**config.mk**
```make
export PLATFORM = sky130hd
export DESIGN_NAME = pc_stack_sequencer
export DESIGN_NICKNAME = d
export VERILOG_FILES = /design/src/rtl/pc_seq_pkg.sv /design/src/rtl/pc_return_stack.sv /design/src/rtl/pc_stack_sequencer.sv
export SDC_FILE = /design/constraint.sdc
export NUM_CORES = 1
export LEC_CHECK = 0
export BUFFER_PORTS_ARGS = -buffer_cell sky130_fd_sc_hd__buf_2
export CORE_MARGIN = 3
export CORE_UTILIZATION = 51
export DETAILED_ROUTE_END_ITERATION = 10
export PLACE_DENSITY = 0.73
export SLEW_MARGIN = 20
export SYNTH_ARGS = -nofsm -noshare
export SYNTH_HDL_FRONTEND = slang
export SYNTH_SLANG_ARGS = --single-unit
```
**constraint.sdc**
```tcl
create_clock -name clock -period 4.6 [get_ports clock]
set_clock_uncertainty 0.1 [all_clocks]
set_input_delay 0.23 -clock clock [delete_from_list [all_inputs] [get_ports clock]]
set_output_delay 0.23 -clock clock [all_outputs]
set_load 0.02 [all_outputs]
```
**src/rtl/pc_seq_pkg.sv**
```systemverilog
`default_nettype none
// ----------------------------------------------------------------------------
// pc_seq_pkg : action encoding and strobe priority decode for the PC sequencer
// Rev 1.0
// ----------------------------------------------------------------------------
package pc_seq_pkg;

  typedef enum logic [2:0] {
    ACT_HOLD = 3'd0,
    ACT_RET  = 3'd1,
    ACT_CALL = 3'd2,
    ACT_JUMP = 3'd3,
    ACT_INC  = 3'd4
  } action_t;

  // Reset is handled by the registers themselves, so it is not part of the decode.
  function automatic action_t decode_action(input logic stall, input logic ret,
                                            input logic call, input logic jump);
    action_t act;
    if (stall)      act = ACT_HOLD;
    else if (ret)   act = ACT_RET;
    else if (call)  act = ACT_CALL;
    else if (jump)  act = ACT_JUMP;
    else            act = ACT_INC;
    return act;
  endfunction

endpackage
`default_nettype wire

```
**src/rtl/pc_return_stack.sv**
```systemverilog
`default_nettype none
// ----------------------------------------------------------------------------
// pc_return_stack : LIFO of return addresses; only the occupancy count is reset
// Rev 1.0
// ----------------------------------------------------------------------------
module pc_return_stack #(
  parameter int ADDR_W      = 16,
  parameter int STACK_DEPTH = 8
) (
  input  logic                         clock,
  input  logic                         reset,
  input  logic                         push,
  input  logic                         pop,
  input  logic [ADDR_W-1:0]            push_data,
  output logic [ADDR_W-1:0]            top,
  output logic [$clog2(STACK_DEPTH):0] depth
);

  localparam int PTR_W = $clog2(STACK_DEPTH);
  localparam logic [PTR_W:0] c_FULL = (PTR_W+1)'(STACK_DEPTH);

  logic [ADDR_W-1:0] r_mem [STACK_DEPTH];
  logic [PTR_W:0]    r_depth;
  logic              w_full;
  logic              w_empty;
  logic              w_do_push;
  logic              w_do_pop;
  logic [PTR_W-1:0]  w_wr_idx;
  logic [PTR_W-1:0]  w_top_idx;

  assign w_full    = (r_depth == c_FULL);
  assign w_empty   = (r_depth == '0);
  assign w_do_pop  = pop && !w_empty && !reset;
  assign w_do_push = push && !pop && !w_full && !reset;
  // With a full stack the low bits wrap to 0, so "minus one" lands on the last slot.
  assign w_wr_idx  = r_depth[PTR_W-1:0];
  assign w_top_idx = r_depth[PTR_W-1:0] - PTR_W'(1);

  always_ff @(posedge clock) begin
    if (reset) begin
      r_depth <= '0;
    end else if (w_do_pop) begin
      r_depth <= r_depth - (PTR_W+1)'(1);
    end else if (w_do_push) begin
      r_depth <= r_depth + (PTR_W+1)'(1);
    end
  end

  always_ff @(posedge clock) begin
    if (w_do_push) begin
      r_mem[w_wr_idx] <= push_data;
    end
  end

  assign top   = r_mem[w_top_idx];
  assign depth = r_depth;

endmodule
`default_nettype wire

```
**src/rtl/pc_stack_sequencer.sv**
```systemverilog
`default_nettype none
// ----------------------------------------------------------------------------
// pc_stack_sequencer : program counter with jump, call/ret return stack
// Rev 1.0
// ----------------------------------------------------------------------------
module pc_stack_sequencer
  import pc_seq_pkg::*;
#(
  parameter int              ADDR_W      = 16,
  parameter int              STACK_DEPTH = 8,
  parameter logic [ADDR_W-1:0] RESET_ADDR = '0,
  parameter bit              JUMP_PLUS1  = 1'b1
) (
  input  logic                         clock,
  input  logic                         reset,
  input  logic                         stall,
  input  logic                         jump,
  input  logic                         call,
  input  logic                         ret,
  input  logic [ADDR_W-1:0]            target,
  output logic [ADDR_W-1:0]            counter,
  output logic [$clog2(STACK_DEPTH):0] depth,
  output logic                         stack_full,
  output logic                         stack_empty,
  output logic                         error
);

  localparam int DEPTH_W = $clog2(STACK_DEPTH) + 1;
  localparam logic [DEPTH_W-1:0] c_FULL = DEPTH_W'(STACK_DEPTH);

  action_t             w_action;
  logic [ADDR_W-1:0]   r_counter;
  logic [ADDR_W-1:0]   w_next_counter;
  logic [ADDR_W-1:0]   w_inc;
  logic [ADDR_W-1:0]   w_top;
  logic [DEPTH_W-1:0]  w_depth;
  logic                r_error;
  logic                w_set_error;
  logic                w_full;
  logic                w_empty;

  assign w_action = decode_action(stall, ret, call, jump);
  assign w_inc    = r_counter + ADDR_W'(1);
  assign w_full   = (w_depth == c_FULL);
  assign w_empty  = (w_depth == '0);

  pc_return_stack #(
    .ADDR_W      (ADDR_W),
    .STACK_DEPTH (STACK_DEPTH)
  ) u_stack (
    .clock     (clock),
    .reset     (reset),
    .push      (w_action == ACT_CALL),
    .pop       (w_action == ACT_RET),
    .push_data (w_inc),
    .top       (w_top),
    .depth     (w_depth)
  );

  always_comb begin
    w_next_counter = r_counter;
    w_set_error    = 1'b0;
    unique case (w_action)
      ACT_RET: begin
        if (w_empty) w_set_error    = 1'b1;
        else         w_next_counter = w_top;
      end
      ACT_CALL: begin
        if (w_full)  w_set_error    = 1'b1;
        else         w_next_counter = target;
      end
      ACT_JUMP: w_next_counter = JUMP_PLUS1 ? (target + ADDR_W'(1)) : target;
      ACT_INC:  w_next_counter = w_inc;
      default:  w_next_counter = r_counter;
    endcase
  end

  always_ff @(posedge clock) begin
    if (reset) begin
      r_counter <= RESET_ADDR;
      r_error   <= 1'b0;
    end else begin
      r_counter <= w_next_counter;
      r_error   <= r_error | w_set_error;
    end
  end

  assign counter     = r_counter;
  assign depth       = w_depth;
  assign stack_full  = w_full;
  assign stack_empty = w_empty;
  assign error       = r_error;

endmodule
`default_nettype wire

```
-- Word-level counts from Yosys, hierarchy flattened
Memories as Yosys holds them, arrays and structs flattened.
Cells that the tools add are included.
- register bits: 21
- RAM bits: 128
- bits of input ports: 22
- output and inout bits: 23
- logic and storage cells: 44
- memories: 1
- $add $sub $neg: 5
- equality and inequality tests: 7
- multiplexer cells: 14
- bitwise operators: 1
- reduce and logical (&&, ||, !) cells: 13
- memory list (memory ; depth ; bits a word ; rd ports ; clocked after memory_dff ; wr ports ; RTL line ; source):
    u_stack.r_mem ; 8 ; 16 ; 1 ; 0 ; 1 ; pc_return_stack.sv:22 ; logic [ADDR_W-1:0] r_mem [STACK_DEPTH];
- operator list (operator ; number):
    16-bit case mux with 4 select lines ; 1
    16-bit by 1-bit adder with 16-bit output (second input constant) ; 2
    16-bit 2-to-1 mux ; 2
    3-bit 2-to-1 mux ; 4
    4-bit 2-to-1 mux ; 2
    3-bit by 2-bit == test with 1-bit output (second input constant) ; 2
    1-bit logical AND ; 5
    4-bit by 1-bit adder with 4-bit output (second input constant) ; 1
    4-bit == test (second input constant) ; 1
    1-bit zero test ; 4
    4-bit zero test ; 1
    1-bit 2-to-1 mux ; 4
    2-bit != test (second input constant) ; 2
    4-bit nonzero test ; 1
    4-bit by 1-bit subtractor with 4-bit output (second input constant) ; 1
    3-bit by 1-bit == test with 1-bit output (second input constant) ; 1
    3-bit == test (second input constant) ; 1
    3-bit AND reduction ; 1
    3-bit by 1-bit subtractor with 3-bit output (second input constant) ; 1
    1-bit case mux with 2 select lines ; 1
    2-bit nonzero test ; 1
    1-bit OR ; 1

-- Depth between registers and ports, before layout
- depth after elaboration: 11
- depth in mapped cells: 13
- depth with buffers taken out: 11

-- Hierarchy
A second synthesis with hierarchy kept.
- cells, all modules: 491
- area, all modules: 7114.3 µm²
- by module, submodules not included (module ; instances ; cells an instance ; area each (µm²)):
    pc_return_stack ; 1 ; 232 ; 5232.5
    pc_stack_sequencer ; 1 ; 259 ; 1881.8

-- Worst setup path before layout
OpenSTA, ideal clock, no wires.
- path kind: register to register
- start: register u_stack.r_depth[0], in the netlist u_stack.depth[0]
- end: memory u_stack.r_mem[1][0] (enable)
- arrival: 3453 ps
- setup slack: 638 ps
- cell stages (with the launch flop): 10
- buffers on the path: 2
- path through: dfxtp_1 > clkbuf_1 > buf_2 > inv_1 > ha_1 > or2b_1 > nor2_1 > nor4_1 > nand2_1 > nor3_1
- cells in the longest elaborated chain, start to end: 6
- ends and longest elaborated chain (element ; RTL line ; source):
    start, declared ; pc_return_stack.sv:23 ; logic [PTR_W:0] r_depth;
    start signal, assigned ; pc_return_stack.sv:43 ; r_depth <= r_depth - (PTR_W+1)'(1);
    start signal, assigned ; pc_return_stack.sv:45 ; r_depth <= r_depth + (PTR_W+1)'(1);
    4-bit == test ; -- ;
    net stack_full ; pc_stack_sequencer.sv:23 ; output logic stack_full,
    1-bit zero test ; pc_return_stack.sv:34 ; assign w_do_push = push && !pop && !w_full && !reset;
    1-bit logical AND (2 in a row) ; pc_return_stack.sv:34 ;
    1-bit 2-to-1 mux ; pc_return_stack.sv:50 ; if (w_do_push) begin
    1-bit 2-to-1 mux (not written as such) ; pc_return_stack.sv:51 ; r_mem[w_wr_idx] <= push_data;
    end, declared ; pc_return_stack.sv:22 ;
The timed path passes the listed nets, and every way through them passes these cells.

-- Final worst setup path
- start: register u_stack.r_depth[1], in the netlist u_stack.depth[1]
- end: register u_stack.r_depth[3], in the netlist u_stack.depth[3]
- cells in the longest elaborated chain, start to end: 5
- elaborated cells between the ends (all ways): 13
- ends and longest elaborated chain (element):
    parallel branches: the longest is 5 deep, another holds 4-bit by 1-bit adder with 4-bit output
Several ways; the timed one is not identified. The select of a mux whose other input is x is not followed.
A chain may end at the register's enable or synchronous reset.

==> impl_results.md <==
- Status: completed
- Worst Slack Setup Final: 1242 ps
- Post-synth top cells: edfxtp_1, nand2_1, nor2_1
- Hold Buf Count CTS: 0
- Worst vdd ir: roughly 0.00027 V
- I/O Pins: 45
- Htree depth: 4
- Post-synth top area share: 0.5682
- Int Pwr: 2.489 mW
- Top-count cell post-synth: edfxtp_1
- Mapped Nets: 509
- Average cell area after synthesis: 14.06 um^2
- Worst-Margin Slew: roughly 880 ps
- CP top delay family: simple AND/OR/NAND/NOR gates
- Post-CTS sizing: 0
- Worst slew margin: 0.4141
- Synth-to-Final Area Change: 16.29%
- Synth Flop Type: edfxtp_1
- Critical path endpoint category: flip-flop
- Die Span Y: ~120 um
- CTS Sinks: between 100 and 150
- GR Util All Layers: 0.2466
- Hold Fails Final Rpt: 0
- CTS tree: yes
- Clock group share of total power: 0.429
- Synth area leaders: edfxtp_1, mux4_2, dfxtp_1
- Yosys warning count: 0
- ANT nets after route: 0
- Period utilization: 0.7300
- Number of diodes: 0
- Worst-path clk slew: ~60 ps
- WL final: between 15 and 20 mm
- Pleak: about 2.8 nW
- Clock Tree Buf Depth: 2
- RePlAce Congestion: around 0.95
- Share of layout cells above drive strength 1: 0.2378
- Count of TritonRoute iterations in the first routing pass: 5
- Initial DRC Count: 469
- Cts bufs inserted: 17
- RSZ-0062 raised after global routing: false
- EDFF count, synth: around 130
- Final setup viols: 0
- # rows: 41
- Pwr Density: around 410 nW/um^2
- CP bufs+invs: 1
- Clock Latency Late Sink: 420 ps
- Post-layout nets: 570
- DR vias/cell: around 6.2
- Cell variety after synth: 53
- Combinational fraction of design power: 0.100
- Largest stage delay, worst path: about 670 ps
- Vias in the first global route: 4533
- Req. time, crit path: about 4800 ps
- Root buffer cell: clkbuf_16
- Minimum clock period: 3358 ps
- Fill cells: between 900 and 1000
- Switching fraction of total power: 0.2362
- Mapped cell area: about 6800 um^2
- Remaining global-route overflow: 0
- F_max: between 200 and 300 MHz
- Drc violations: 0
- Crit-path cells: inv_1 -> ha_1 -> or2b_1 -> nor2_1 -> nor4b_1 -> ha_1 -> a21o_1 -> a21oi_1 -> mux2i_1 -> xnor2_1 -> nor2_1
- Slowest CP cell: nor4b_1
- Synth area leader: edfxtp_1
- Total Die Area: 14680 um^2
- First-pass GRT wire length: about 26 mm
- WP data arrival: between 3000 and 4000 ps
- Setup Buffers After CTS: 0
- Dpl ws: about 1300 ps
- DP Wirelength: 11.19 mm
- Core area: between 10000 and 15000 um^2
- Largest net degree at the start of global routing: 33
- Startpoint Class: flip-flop
- Worst Path Max Fanout: 7
- Initial Util: 0.5296
- Setup CP Type: reg -> reg
- Gate Count Post-Synth: a little under 500
- Seq pwr share: 0.470
- DR vias: 4498
- Post-synthesis sequential area ratio: 0.6303
- Ys async rst share: 0
- # port buffers: 44
- Setup TNS Final: 0 ps
- Max Cap Viol: 0
- Routed length per placed instance: about 23 um
- Chip width: ~120 um
- Synthesized flop and latch total: 149
- Net Sw Power: between 700 and 800 uW
- Antenna violations before repair: 0
- Max Slew Vio Count: 0
- Hold Path Class: in -> reg
cell families after synthesis:
kind of cell               after synthesis  synth area share
muxes                                   42            0.1245
adders and majority gates                6           0.01221
and+or+nand+nor                        155            0.1067
xor gates and xnor gates                23           0.03255
AOI/OAI and AO/OA                       72           0.07361
buffers and inverters                   34           0.02016
DFF                                    149            0.6303
sequential cells by signal, summed over array words and instances (netlist names):
signal,flops
u_stack.r_mem,128
counter,16
u_stack.depth,4
error,1
power groups by stage:
stage / Sequential (mW) / Clock (mW) / Combinational, mW
after global placement: 1.56 / 0 / 0.317
after global routing: 1.54 / 1.48 / 0.353
after floorplan: 1.57 / 0 / 0.200
after CTS: 1.53 / 1.42 / 0.325
after detailed placement: 1.56 / 0 / 0.323
final: 1.53 / 1.40 / 0.327
through the flow:
step / utilization / power (mW) / instances / hold slack [ps] / instance area, um^2
after floorplan: - / 1.770 / 481 / 348.8 / 6765
after global placement: 0.5689 / 1.877 / 695 / 408.5 / 7267
after detailed placement: 0.5689 / 1.883 / 695 / 400.0 / 7267
after CTS: 0.6159 / 3.279 / 727 / 64.38 / 7868
after global routing: 0.6159 / 3.366 / 727 / 84.95 / 7868
final: 0.6159 / 3.259 / 727 / 94.59 / 7868
cell usage in the layout (no fill, tap or decap), types with 3 or more instances in the layout:
master	netlist	final
mux4_2	27	27
xor2_1	6	6
nor3_1	12	10
a32o_1	6	6
inv_1	13	13
nand4_1	8	8
buf_4	1	19
nand2_1	55	55
a221oi_1	7	7
buf_2	4	44
clkbuf_16	0	17
and4_1	5	5
clkinvlp_4	0	4
nand3_1	17	17
mux4_1	5	5
bufinv_16	0	3
nand2b_1	4	4
clkinv_2	0	4
a31oi_1	9	9
edfxtp_1	128	128
dfxtp_1	21	20
a21oi_1	14	14
nor2_1	37	37
and3_1	7	7
ha_1	5	5
xnor2_1	16	16
o22ai_1	3	3
o21ai_0	13	13
a211oi_1	4	4
mux2i_1	8	8
final cells by class:
type	count	area, um^2	area share
Clock inverter	13	157.7	0.02004
Multi-Input combinational cell	298	2375	0.3018
Inverter	13	48.80	0.006202
Timing Repair Buffer	63	362.8	0.04612
Clock buffer	19	442.9	0.05630
Tap cell	172	215.2	0.02735
Sequential cell	149	4265	0.5421
metal layers:
layer  vias to the layer above  track usage  part of all wire  wire [um]
met4                         0      0.08613             0.024        407
met5                         -            0                 0          0
li1                       2006            -                 -          -
met3                        31      0.06340             0.070       1189
met1                      2272       0.3470              0.44       7437
met2                       189       0.3772              0.47       7886
path summary, 6_finish.rpt:
kind | from | to | slack [ps] | cells after the start
min reg2reg | error$_SDFF_PP0_ | error$_SDFF_PP0_ | 440 | 2
max reg2reg | u_stack.depth[1]$_SDFFE_PP0P_ | u_stack.depth[3]$_SDFFE_PP0P_ | 1240 | 11
max | u_stack.depth[1]$_SDFFE_PP0P_ | u_stack.depth[3]$_SDFFE_PP0P_ | 1240 | 11
min | reset | u_stack.depth[3]$_SDFFE_PP0P_ | 90 | 2
worst register-to-register path, stage by stage, from the launching register on:
cell and delay [ps]:
dfxtp_1 500, inv_1 160, ha_1 290, or2b_1 230, nor2_1 70, nor4b_1 670, ha_1 370, a21o_1 170
a21oi_1 190, mux2i_1 280, xnor2_1 150, nor2_1 50
No activity file was read; power rests on OpenSTA's default activity.
